--- src/rtl/stream_zero_counter.sv ---
// Packet-level leading/trailing zero counter for multi-word operands.
// Words stream in over valid/ready; the count is returned on a valid/ready result port.
module stream_zero_counter #(
    parameter int DATA_WIDTH = 32,
    parameter int MAX_WORDS  = 8,
    localparam int CNT_W     = $clog2(DATA_WIDTH * MAX_WORDS) + 1,
    localparam int WC_W      = $clog2(MAX_WORDS + 1)
) (
    input  logic                  clk,
    input  logic                  reset,
    input  logic [DATA_WIDTH-1:0] din,
    input  logic                  din_valid,
    input  logic                  din_last,
    input  logic                  mode,
    output logic                  din_ready,
    output logic [CNT_W-1:0]      dout,
    output logic                  dout_err,
    output logic                  dout_valid,
    input  logic                  dout_ready
);

    typedef enum logic [1:0] {
        IDLE  = 2'd0,
        ACCUM = 2'd1,
        DONE  = 2'd2
    } state_t;

    localparam logic [WC_W-1:0] WC_MAX = WC_W'(MAX_WORDS);

    state_t            state_q, state_d;
    logic [CNT_W-1:0]  count_q, count_d;
    logic              found_q, found_d;
    logic [WC_W-1:0]   wcnt_q, wcnt_d;
    logic              err_q, err_d;
    logic              mode_q, mode_d;

    logic              accept;
    logic              eff_mode;
    logic [CNT_W-1:0]  tz;
    logic [CNT_W-1:0]  lz;
    logic [CNT_W-1:0]  z;

    // Trailing zeros of the incoming word; the lowest set bit wins.
    always_comb begin
        tz = CNT_W'(DATA_WIDTH);
        for (int i = DATA_WIDTH - 1; i >= 0; i--) begin
            if (din[i]) tz = CNT_W'(i);
        end
    end

    // Leading zeros of the incoming word; the highest set bit wins.
    always_comb begin
        lz = CNT_W'(DATA_WIDTH);
        for (int i = 0; i < DATA_WIDTH; i++) begin
            if (din[i]) lz = CNT_W'(DATA_WIDTH - 1 - i);
        end
    end

    assign din_ready  = !reset && (state_q != DONE);
    assign accept     = din_valid && din_ready;
    assign eff_mode   = (state_q == IDLE) ? mode : mode_q;
    assign z          = eff_mode ? lz : tz;

    assign dout       = count_q;
    assign dout_err   = err_q;
    assign dout_valid = (state_q == DONE);

    // Next-state and accumulation logic.
    always_comb begin
        state_d = state_q;
        count_d = count_q;
        found_d = found_q;
        wcnt_d  = wcnt_q;
        err_d   = err_q;
        mode_d  = mode_q;

        if (accept) begin
            if (state_q == IDLE) mode_d = mode;
            if (!found_q && (wcnt_q < WC_MAX)) begin
                count_d = count_q + z;
                found_d = (din != '0);
            end
            if (wcnt_q == WC_MAX) err_d = 1'b1;
            else                  wcnt_d = wcnt_q + 1'b1;
        end

        unique case (state_q)
            IDLE: begin
                if (accept) state_d = din_last ? DONE : ACCUM;
            end
            ACCUM: begin
                if (accept && din_last) state_d = DONE;
            end
            DONE: begin
                if (dout_ready) begin
                    state_d = IDLE;
                    count_d = '0;
                    found_d = 1'b0;
                    wcnt_d  = '0;
                    err_d   = 1'b0;
                end
            end
            default: state_d = IDLE;
        endcase
    end

    // State registers with synchronous reset.
    always_ff @(posedge clk) begin
        if (reset) begin
            state_q <= IDLE;
            count_q <= '0;
            found_q <= 1'b0;
            wcnt_q  <= '0;
            err_q   <= 1'b0;
            mode_q  <= 1'b0;
        end else begin
            state_q <= state_d;
            count_q <= count_d;
            found_q <= found_d;
            wcnt_q  <= wcnt_d;
            err_q   <= err_d;
            mode_q  <= mode_d;
        end
    end

endmodule
--- config.mk ---
export PLATFORM = sky130hd
export DESIGN_NAME = stream_zero_counter
export DESIGN_NICKNAME = d
export VERILOG_FILES = /design/src/rtl/stream_zero_counter.sv
export SDC_FILE = /design/constraint.sdc
export NUM_CORES = 1
export LEC_CHECK = 0
export CAP_MARGIN = 20
export CORE_MARGIN = 4
export CORE_UTILIZATION = 42
export CTS_BUF_LIST = sky130_fd_sc_hd__clkbuf_4
export CTS_CLUSTER_SIZE = 40
export DETAILED_ROUTE_END_ITERATION = 12
export MAX_ROUTING_LAYER = met4
export PLACE_DENSITY = 0.7
export SETUP_SLACK_MARGIN = 0.15
export SYNTH_ARGS = -nofsm -noshare
export SYNTH_HDL_FRONTEND = slang
export SYNTH_SLANG_ARGS = --single-unit
--- constraint.sdc ---
create_clock -name clk -period 4.5 [get_ports clk]
set_clock_uncertainty 0.2 [all_clocks]
set_input_delay 0.45 -clock clk [delete_from_list [all_inputs] [get_ports clk]]
set_output_delay 0.45 -clock clk [all_outputs]
set_load 0.05 [all_outputs]
==> results of run 1 <==
layout by cell type, fill, tap and decap left out, drive strengths merged, types with 2 or more instances in the layout:
cell and count:
a21oi 23, o211ai 3, clkbuf 3, nand4 5
nor4 12, nand2b 7, ha 8, xor2 2
a211oi 4, o31a 2, a221oi 2, nor3 9
nand3 3, o21a 4, o21bai 3, a2111oi 2
a21o 2, nor2 35, o21ai 9, a31oi 2
dfxtp 18, inv 14, clkdlybuf4s50 49, or3 4
o221ai 2, nand2 14, nor2b 2, mux2i 5
o2111ai 4, o31ai 5
critical path: cells and delay by family:
kind / cells / cell delay, ps
AOI/OAI and AO/OA: 5 / 1250
adders and majority gates: 2 / 580
buffers and inverters: 2 / 550
muxes: 1 / 130
and+or+nand+nor: 3 / 760
metrics by stage:
stage | std cells | setup slack (ps) | cell area, um2 | utilization | total power, mW
floorplan | 222 | 1210 | 1640 | - | 0.228
global placement | 317 | 580 | 2180 | 0.588 | 0.295
detailed placement | 317 | 508 | 2180 | 0.588 | 0.295
CTS | 321 | 807 | 2210 | 0.595 | 0.380
global route | 321 | 648 | 2210 | 0.595 | 0.402
finish | 321 | 755 | 2210 | 0.595 | 0.376
where the power goes:
part	internal (mW)	switching, mW	leakage, nW	total, mW
sequential	0.164	0.00350	0.146	0.167
clock	0.0323	0.0509	0.0154	0.0832
combinational	0.0579	0.0681	0.656	0.126
total	0.254	0.123	0.817	0.376
worst min-delay path by stage:
stage	endpoint	startpoint	slack, ps
after floorplan	found_q	found_q	240
after global placement	dout_err	dout_err	250
after detailed placement	dout[8]	dout[8]	250
after CTS	dout[8]	dout[8]	280
after global routing	dout[8]	dout[8]	290
final	dout[8]	dout[8]	270
logic make-up (layout without fill, tap and decap cells):
logic type / Yosys count / after routing
AO/OA/AOI/OAI: 75 / 75
buffers and inverters: 17 / 68
XOR/XNOR: 3 / 3
multiplexers: 5 / 5
flip-flops: 18 / 18
adder cells (fa/ha/maj): 9 / 9
AND/OR/NAND/NOR: 95 / 95
state kept, by name, summed over array words and instances (netlist names):
name	flops
dout	9
wcnt_q	4
found_q	1
state_q	2
mode_q	1
dout_err	1
layout make-up:
type                       count  share of cell area
sequential                    18               0.163
inverter                      14              0.0238
clock inverter                 1             0.00170
timing repair buffer          50               0.225
clock buffer                   3              0.0102
multi-input combinational    187               0.549
tap                           48              0.0272
layer usage:
metal	wire length (um)	track usage	up-vias
li1	-	-	951
met1	2380	0.272	849
met2	1910	0.275	41
met3	254	0.0475	2
met4	19	0.0191	0
met5	0	-	-
==> results.ini, run 1 <==
[grt]
antenna_found_initial = 0
grt_pass1_vias = 1674
grt-ovfl-total = 0
grt_max_degree = 13
grt_pass1_wl_um = 7640
track_usage = 0.189

[timing]
timing.final.crit_share = 0.832
worst_slew_pin_slew_ps = 584
finalSetupTns_ps = 0
hold_ws_ps = 271
setup_violations = 0
grt_setup_unrepaired = false
hold_viol = 0
slew_headroom = 0.608
min_period_ps = 3740
slew_viol_final = 0
max_freq_mhz = 267

[worst_setup_path]
r2r_slack_ps = 1050
crit_required_ps = 4500
critPathSlowestCell = clkdlybuf4s50_1
crit_arrival_ps = 3740
r2r_end = dout[8]
crit_chain = clkdlybuf4s50_1 -> or3_1 -> o21bai_1 -> a2111oi_2 -> a22o_1 -> ha_1 -> inv_1 -> fa_1 -> nor2b_1 -> o31ai_1 -> a211oi_1 -> nand3_1 -> mux2i_1
endpoint_kind = flip-flop
rr_worst_depth = 13
critical_path_class = in2reg
reg2reg_from = state_q[1]
endpoint = dout[8]
cp-start-kind = input pin
critPathMaxStageDelay_ps = 480
critPathLaunch = din[25]
worstPathMaxFanout = 5

[pwr]
pwr_density_cell_mw_per_mm2 = 170
p_leak_nw = 0.817
ir_drop_uv = 103

[logic_synthesis]
synthXorXnorAreaFrac = 0.0161
synth_top_family_by_area = compound AO/OA/AOI/OAI gates
synthFlopType = dfxtp_1
ys_top_cells_by_count = nor2_1, a21oi_1, dfxtp_1, nand2_1, inv_1
avgSynthCellArea_um2 = 7.37
netlist_top_cells_area = dfxtp_1, nor2_1, a21oi_1
ys_seq_area_frac = 0.220
yosys.area_share.adder = 0.0734
synthMuxAreaShare = 0.0306
syn_inst = 222
synth.distinct_cells = 49
synthSimpleGateAreaFrac = 0.308
synth-edff-count = 0
yosysWarnings = 0
synth_compound_area_frac = 0.313
yosysMostFrequentCell = nor2_1
syn_area_mm2 = 0.00164
synth_seq_cells = 18
async_flop_share = 0
yosysTopAreaCellShare = 0.220
yosys.area.top_type = dfxtp_1
synth.net_count = 269

[layout]
register_area_um2 = 360
fillers = 353
area_growth_pct = 35.0
diodes = 0
layout-drive-gt1-share = 0.0513
nets = 321
multi_input_area_mm2 = 0.00121

[floorplan]
die_height_um = 70.4
die_area_mm2 = 0.00496
core-area_mm2 = 0.00372
start_util = 0.440
io_pins = 50
chipWidth_um = 70.4
rows = 22

[clocking]
cts_buffers = 3
clock_path_buffers = 2
postCtsHoldBufs = 0
cts_tree = done
cts-resized-gates = 0
clock_latency_ps = 290
clock-sinks = 18
htree_levels = 1
cts_setup_buffers = 0
cts.clk_slew.worst_paths_ps = 110
root_buffer = clkbuf_4

[route]
ant_nets = 0
drt_pass1_iterations = 4
vias_per_cell = 5.74
route.detailed.drc = 0
finalWirelength_um = 4560
num_vias = 1843
wire_per_inst_um = 14.2
dr.first_iter.drc_count = 122

[placement]
place.port_buffers = 49
dp_hpwl_um = 3650
gp_congestion = 0.836

[worst_hold_path]
hold_path_class = reg2reg
min_delay_path_depth = 1

[outcome]
outcome = completed

[job]
maxCapViolCount = 0

(Power assumes the default switching activity.)
==> inputs of run 2 (changes only) <==
Settings changed: PLACE_DENSITY 0.7 to 0.73.
Clock period 4.5 ns to 3.4 ns, I/O delays scaled along.
==> run 2 against run 1 <==
  * Critical path depth did not move
  * Register-to-register slack got worse by 730 ps
  * First-iteration DRC count rose by 1.6%
  * Count of clock-buffer cells in the layout did not move
  * Hold slack improved by 5.1 ps
  * Final cell count rose by 15%
  * Die area did not move
  * Sequential power rose by 32%
  * Largest cell class unchanged
  * Largest power group unchanged
==> results.ini, run 2 (synthesis gave the netlist of run 1 again) <==
[route]
wire_per_inst_um = 14.1  ; -0.64%
num_vias = 2058  ; +12%
ant_nets = 0  ; unchanged
route.detailed.drc = 0  ; unchanged
finalWirelength_um = 5190  ; +14%
dr.first_iter.drc_count = 124  ; +1.6%
drt_pass1_iterations = 4  ; unchanged
vias_per_cell = 5.59  ; -2.6%

[worst_hold_path]
hold_path_class = reg2reg
min_delay_path_depth = 1  ; unchanged
holdPathEnd = dout[8]
hp-start = dout[8]

[pwr]
clkPwrFrac = 0.205  ; -0.016
pwr_density_cell_mw_per_mm2 = 204  ; +20%
power_frac_comb = 0.385  ; +0.050
p_int_uw = 366  ; +44%
p_leak_nw = 1.09  ; +33%
p_sw_uw = 175  ; +43%
ir_drop_uv = 234  ; +130%
p_sw_frac = 0.323  ; -0.00231
total_power_uw = 540  ; +44%
seqPwrFrac = 0.410  ; -0.034

[grt]
track_usage = 0.211  ; +0.0220
grt_pass1_vias = 1975  ; +18%
grt_pass1_wl_um = 8550  ; +12%
grt_max_degree = 13  ; unchanged
grt-ovfl-total = 0  ; unchanged
antenna_found_initial = 0  ; unchanged

[layout]
diodes = 0  ; unchanged
layout-drive-gt1-share = 0.228  ; +0.177
register_area_um2 = 360  ; unchanged
largest_register_ffs = 9  ; unchanged
final_common_cell = buf_4
area_growth_pct = 62.1
multi_input_area_mm2 = 0.00129  ; +6.6%
stdcell_count = 368  ; +15%
final_cell_mix = buf_4, clkdlybuf4s50_1, nor2_1
fillers = 315  ; -11%
nets = 368  ; +15%

[worst_setup_path]
critical_path_class = in2reg
critPathLaunch = din[10]
crit_required_ps = 3400  ; -1100 ps
endpoint_kind = flip-flop
r2r_end = dout[8]
worstPathMaxFanout = 2  ; -3
reg2reg_from = state_q[1]
rr_worst_depth = 13  ; unchanged
crit_arrival_ps = 3110  ; -630 ps
r2r_slack_ps = 320  ; -730 ps
cp-start-kind = input pin

[floorplan]
die_height_um = 70.4  ; unchanged
io_pins = 50  ; unchanged
core-area_mm2 = 0.00372  ; unchanged
rows = 22  ; unchanged
die_area_mm2 = 0.00496  ; unchanged
start_util = 0.440  ; unchanged
chipWidth_um = 70.4  ; unchanged

[timing]
slew_viol_final = 0  ; unchanged
hold_ws_ps = 276  ; +5.14 ps
grt_setup_unrepaired = true
worst_slew_pin_slew_ps = 581  ; -3.44 ps
slew_headroom = 0.611  ; +0.00231
setup_violations = 0  ; unchanged
hold_viol = 0  ; unchanged
max_freq_mhz = 321
timing.final.crit_share = 0.917
min_period_ps = 3120

[clocking]
clock_path_buffers = 2  ; unchanged
root_buffer = clkbuf_4
cts_buffers = 3  ; unchanged
postCtsHoldBufs = 0  ; unchanged
cts_tree = done
clock-sinks = 18  ; unchanged
clock_latency_ps = 290  ; about the same
htree_levels = 1  ; unchanged
cts.clk_slew.worst_paths_ps = 110  ; about the same

[job]
maxCapViolCount = 0  ; unchanged

[outcome]
outcome = completed

[placement]
dp_hpwl_um = 4080  ; +12%
dp.cells = 362  ; +14%
place.port_buffers = 49  ; unchanged
gp_congestion = 0.888  ; +6.2%

## run 2: cell count changes in the layout (fill, tap and decap cells not counted), sizes merged
cell / previous run / this run
clkdlybuf4s50: 49 / 45
dlymetal6s2s: 0 / 4
buf: 1 / 48
## run 2: worst max path at each step
stage | endpoint | slack (ps) | cells past startpoint
after detailed placement | dout[8] | -330 | 13
after global routing | dout[8] | 120 | 13
after CTS | dout[8] | 160 | 13
final | dout[8] | 280 | 13
after global placement | dout[8] | -280 | 13
after floorplan | dout[8] | 220 | 12
## run 2: final cells by class
type                            instances  share of cell area
Multi-Input combinational cell        187               0.487
Timing Repair Buffer                   97               0.325
Sequential cell                        18               0.136
Tap cell                               48              0.0226
Inverter                               14              0.0198
Clock buffer                            3             0.00849
Clock inverter                          1             0.00142
## run 2: timing repair
action                     in CTS  in global routing
setup endpoints to repair       2                  5
gates resized for setup         1                 18
pin swaps                       4                  6
buffers inserted                1                  1
## run 2: layer usage
metal	global-route usage	part of all wire	vias to the layer above
met3	0.0417	0.034	2
met2	0.330	0.45	37
met5	-	0	-
met1	0.288	0.51	970
li1	-	-	1049
met4	0.0298	0.0033	0
## run 2: critical path, stage by stage
cell,delay [ps]
clkdlybuf4s50_1,430
or3_4,400
o21bai_1,170
a211oi_2,190
a22o_1,190
ha_2,180
inv_1,60
fa_2,410
nor2b_4,130
o31ai_2,80
a211oi_2,270
nand3_1,130
mux2i_1,130
## run 2: per-stage QoR
stage	setup TNS, ps	area (um2)	utilization	worst slack, ps
6_report	0	2650	0.714	283
2_1_floorplan	0	1640	-	220
5_1_grt	0	2650	0.714	119
3_5_place_dp	-683	2520	0.678	-326
4_1_cts	0	2560	0.689	159
3_3_place_gp	-534	2520	0.678	-280
## run 2: power groups by stage
stage / registers (mW) / clock network, mW / logic [mW]
5_1_grt: 0.222 / 0.122 / 0.226
3_3_place_gp: 0.226 / 0 / 0.195
2_1_floorplan: 0.230 / 0 / 0.0715
6_report: 0.221 / 0.111 / 0.208
4_1_cts: 0.221 / 0.116 / 0.199
3_5_place_dp: 0.226 / 0 / 0.197
==> inputs of run 3 (changes only) <==
Settings changed: ABC_AREA set to 0, CORE_UTILIZATION 42 to 44, PLACE_DENSITY 0.73 to 0.76.
==> run 3 against run 2 <==
  * Setup slack worse by 44 ps
  * Highest routed layer unchanged
  * Sequential power about the same
  * Largest cell class unchanged
  * Critical path depth grew 1
==> results.ini, run 3 (synthesis gave the netlist of run 1 again) <==
[placement]
gp_congestion = 0.862  ; -2.9%
dp.cells = 365  ; +0.83%
dp_hpwl_um = 3990  ; -2.1%
place.port_buffers = 49  ; unchanged
pre_cts_ws_ps = -372  ; -46.6 ps

[timing]
hold_ws_ps = 273  ; -2.46 ps
slew_viol_final = 0  ; unchanged
hold_viol = 0  ; unchanged
grt_setup_unrepaired = false
setup_violations = 0  ; unchanged
min_period_ps = 3160  ; +43.8 ps
timing.final.crit_share = 0.930  ; +0.0129
fin_ws_ps = 239  ; -43.8 ps
max_freq_mhz = 316  ; -1.4%
slew_headroom = 0.626  ; +0.0154
worst_slew_pin_slew_ps = 558  ; -23.0 ps
finalSetupTns_ps = 0  ; unchanged

[route]
finalWirelength_um = 5000  ; -3.8%
num_vias = 2074  ; +0.78%
vias_per_cell = 5.62  ; +0.50%
dr.first_iter.drc_count = 112  ; -9.7%
drt_pass1_iterations = 4  ; unchanged
route.detailed.drc = 0  ; unchanged
wire_per_inst_um = 13.5  ; -4.1%
ant_nets = 0  ; unchanged

[layout]
stdcell_count = 369  ; +0.27%
fin_util = 0.776  ; +0.0625
largest_register_ffs = 9  ; unchanged
final_common_cell = buf_4
multi_input_area_mm2 = 0.00131  ; +1.4%
register_area_um2 = 360  ; unchanged
diodes = 0  ; unchanged
nets = 371  ; +0.82%
layout-drive-gt1-share = 0.241  ; +0.0134
area_growth_pct = 64.5
fillers = 270  ; -14%
final_cell_mix = buf_4, clkdlybuf4s50_1, nor2_1

[worst_setup_path]
cp-start-kind = input pin
reg2reg_from = state_q[0]
critPathMaxStageDelay_ps = 520  ; +90 ps
critPathLaunch = din[27]
crit_arrival_ps = 3160  ; +50 ps
cpMostUsedCell = inv_1
crit_required_ps = 3400  ; about the same
critPathSlowestCell = clkdlybuf4s50_1
endpoint_kind = flip-flop
critical_path_class = in2reg
worstPathMaxFanout = 4  ; +2
crit_buf_inv = 3  ; +1
critical-path-top-delay-family = compound AO/OA/AOI/OAI gates
crit_chain = clkdlybuf4s50_1 -> inv_1 -> a221oi_1 -> o221ai_1 -> o2111ai_1 -> a22o_1 -> ha_2 -> inv_1 -> fa_2 -> nor2b_4 -> o31ai_4 -> a211oi_2 -> nand3_1 -> mux2i_1

[clocking]
cts.clk_slew.worst_paths_ps = 90  ; -20 ps
cts_buffers = 3  ; unchanged
clock-sinks = 18  ; unchanged
htree_levels = 1  ; unchanged
clock_latency_ps = 300  ; about the same
cts_setup_buffers = 0  ; -1
root_buffer = clkbuf_4
clock_path_buffers = 2  ; unchanged
cts_tree = done
postCtsHoldBufs = 0  ; unchanged

[pwr]
p_leak_nw = 1.11  ; +2.1%
pwr_density_cell_mw_per_mm2 = 201  ; -1.2%
ir_drop_uv = 163  ; -30%

[grt]
grt-ovfl-total = 0  ; unchanged
grt_max_degree = 13  ; unchanged
grt_pass1_wl_um = 7740  ; -9.5%
grt_pass1_vias = 1846  ; -6.5%
antenna_found_initial = 0  ; unchanged
track_usage = 0.216  ; +0.00452

[floorplan]
start_util = 0.472  ; +0.0315
core-area_mm2 = 0.00347  ; -6.7%
chipWidth_um = 69.0  ; -2.0%
die_area_mm2 = 0.00476  ; -4.0%
die_height_um = 69.0  ; -2.0%
io_pins = 50  ; unchanged
rows = 21  ; -4.5%

[worst_hold_path]
hp-start = dout[8]
hold_path_class = reg2reg

[job]
maxCapViolCount = 0  ; unchanged

[outcome]
outcome = completed

==> run 3: through the flow <==
stage	total power [mW]	area [um2]
after floorplan	0.301	1640
after global placement	0.423	2560
after detailed placement	0.426	2560
after CTS	0.535	2590
after global routing	0.576	2690
final	0.542	2690
==> run 3: worst register-to-register path: cells and delay by family, from the launching register on <==
family                   cells  cell delay, ps
AO/OA/AOI/OAI                5             810
adder cells (fa/ha/maj)      2             590
AND/OR/NAND/NOR              3             420
flip-flops                   1             330
multiplexers                 2             320
buffers and inverters        2             240
==> run 3: power breakdown <==
| group | internal (mW) | total [mW] | switching (mW) |
|---|---|---|---|
| combinational | 0.109 | 0.212 | 0.102 |
| sequential | 0.217 | 0.222 | 0.00487 |
| clock | 0.0428 | 0.109 | 0.0660 |
| total | 0.369 | 0.542 | 0.173 |
==> run 3: final timing paths <==
kind / to / slack, ps / depth (start not counted)
worst min-delay path: dout[8] / 270 / 1
worst max register to register: dout[8] / 380 / 14
worst max-delay path: dout[8] / 240 / 14
worst min register to register: dout[8] / 270 / 1
==> run 3: area by class of cell <==
cell class	instances	share of cell area
multi-input cells	187	0.487
repair buffers	100	0.329
flip-flops and latches	18	0.134
well taps	46	0.0214
inverters	14	0.0195
clock buffers	3	0.00836
clock inverters	1	0.00139
==> run 3: timing repair <==
item / CTS / global route
gates resized for setup: 3 / 19
pin swaps: 4 / 7
setup endpoints to repair: 2 / 6
hold endpoints to repair: 0 / 0
gates cloned: 0 / 0
==> run 3: per-layer routing <==
layer / up-vias / wire [um] / track usage
met2: 50 / 2390 / 0.344
li1: 1056 / - / -
met5: - / 0 / -
met1: 959 / 2310 / 0.285
met4: 0 / 71 / 0.0487
met3: 9 / 219 / 0.0373
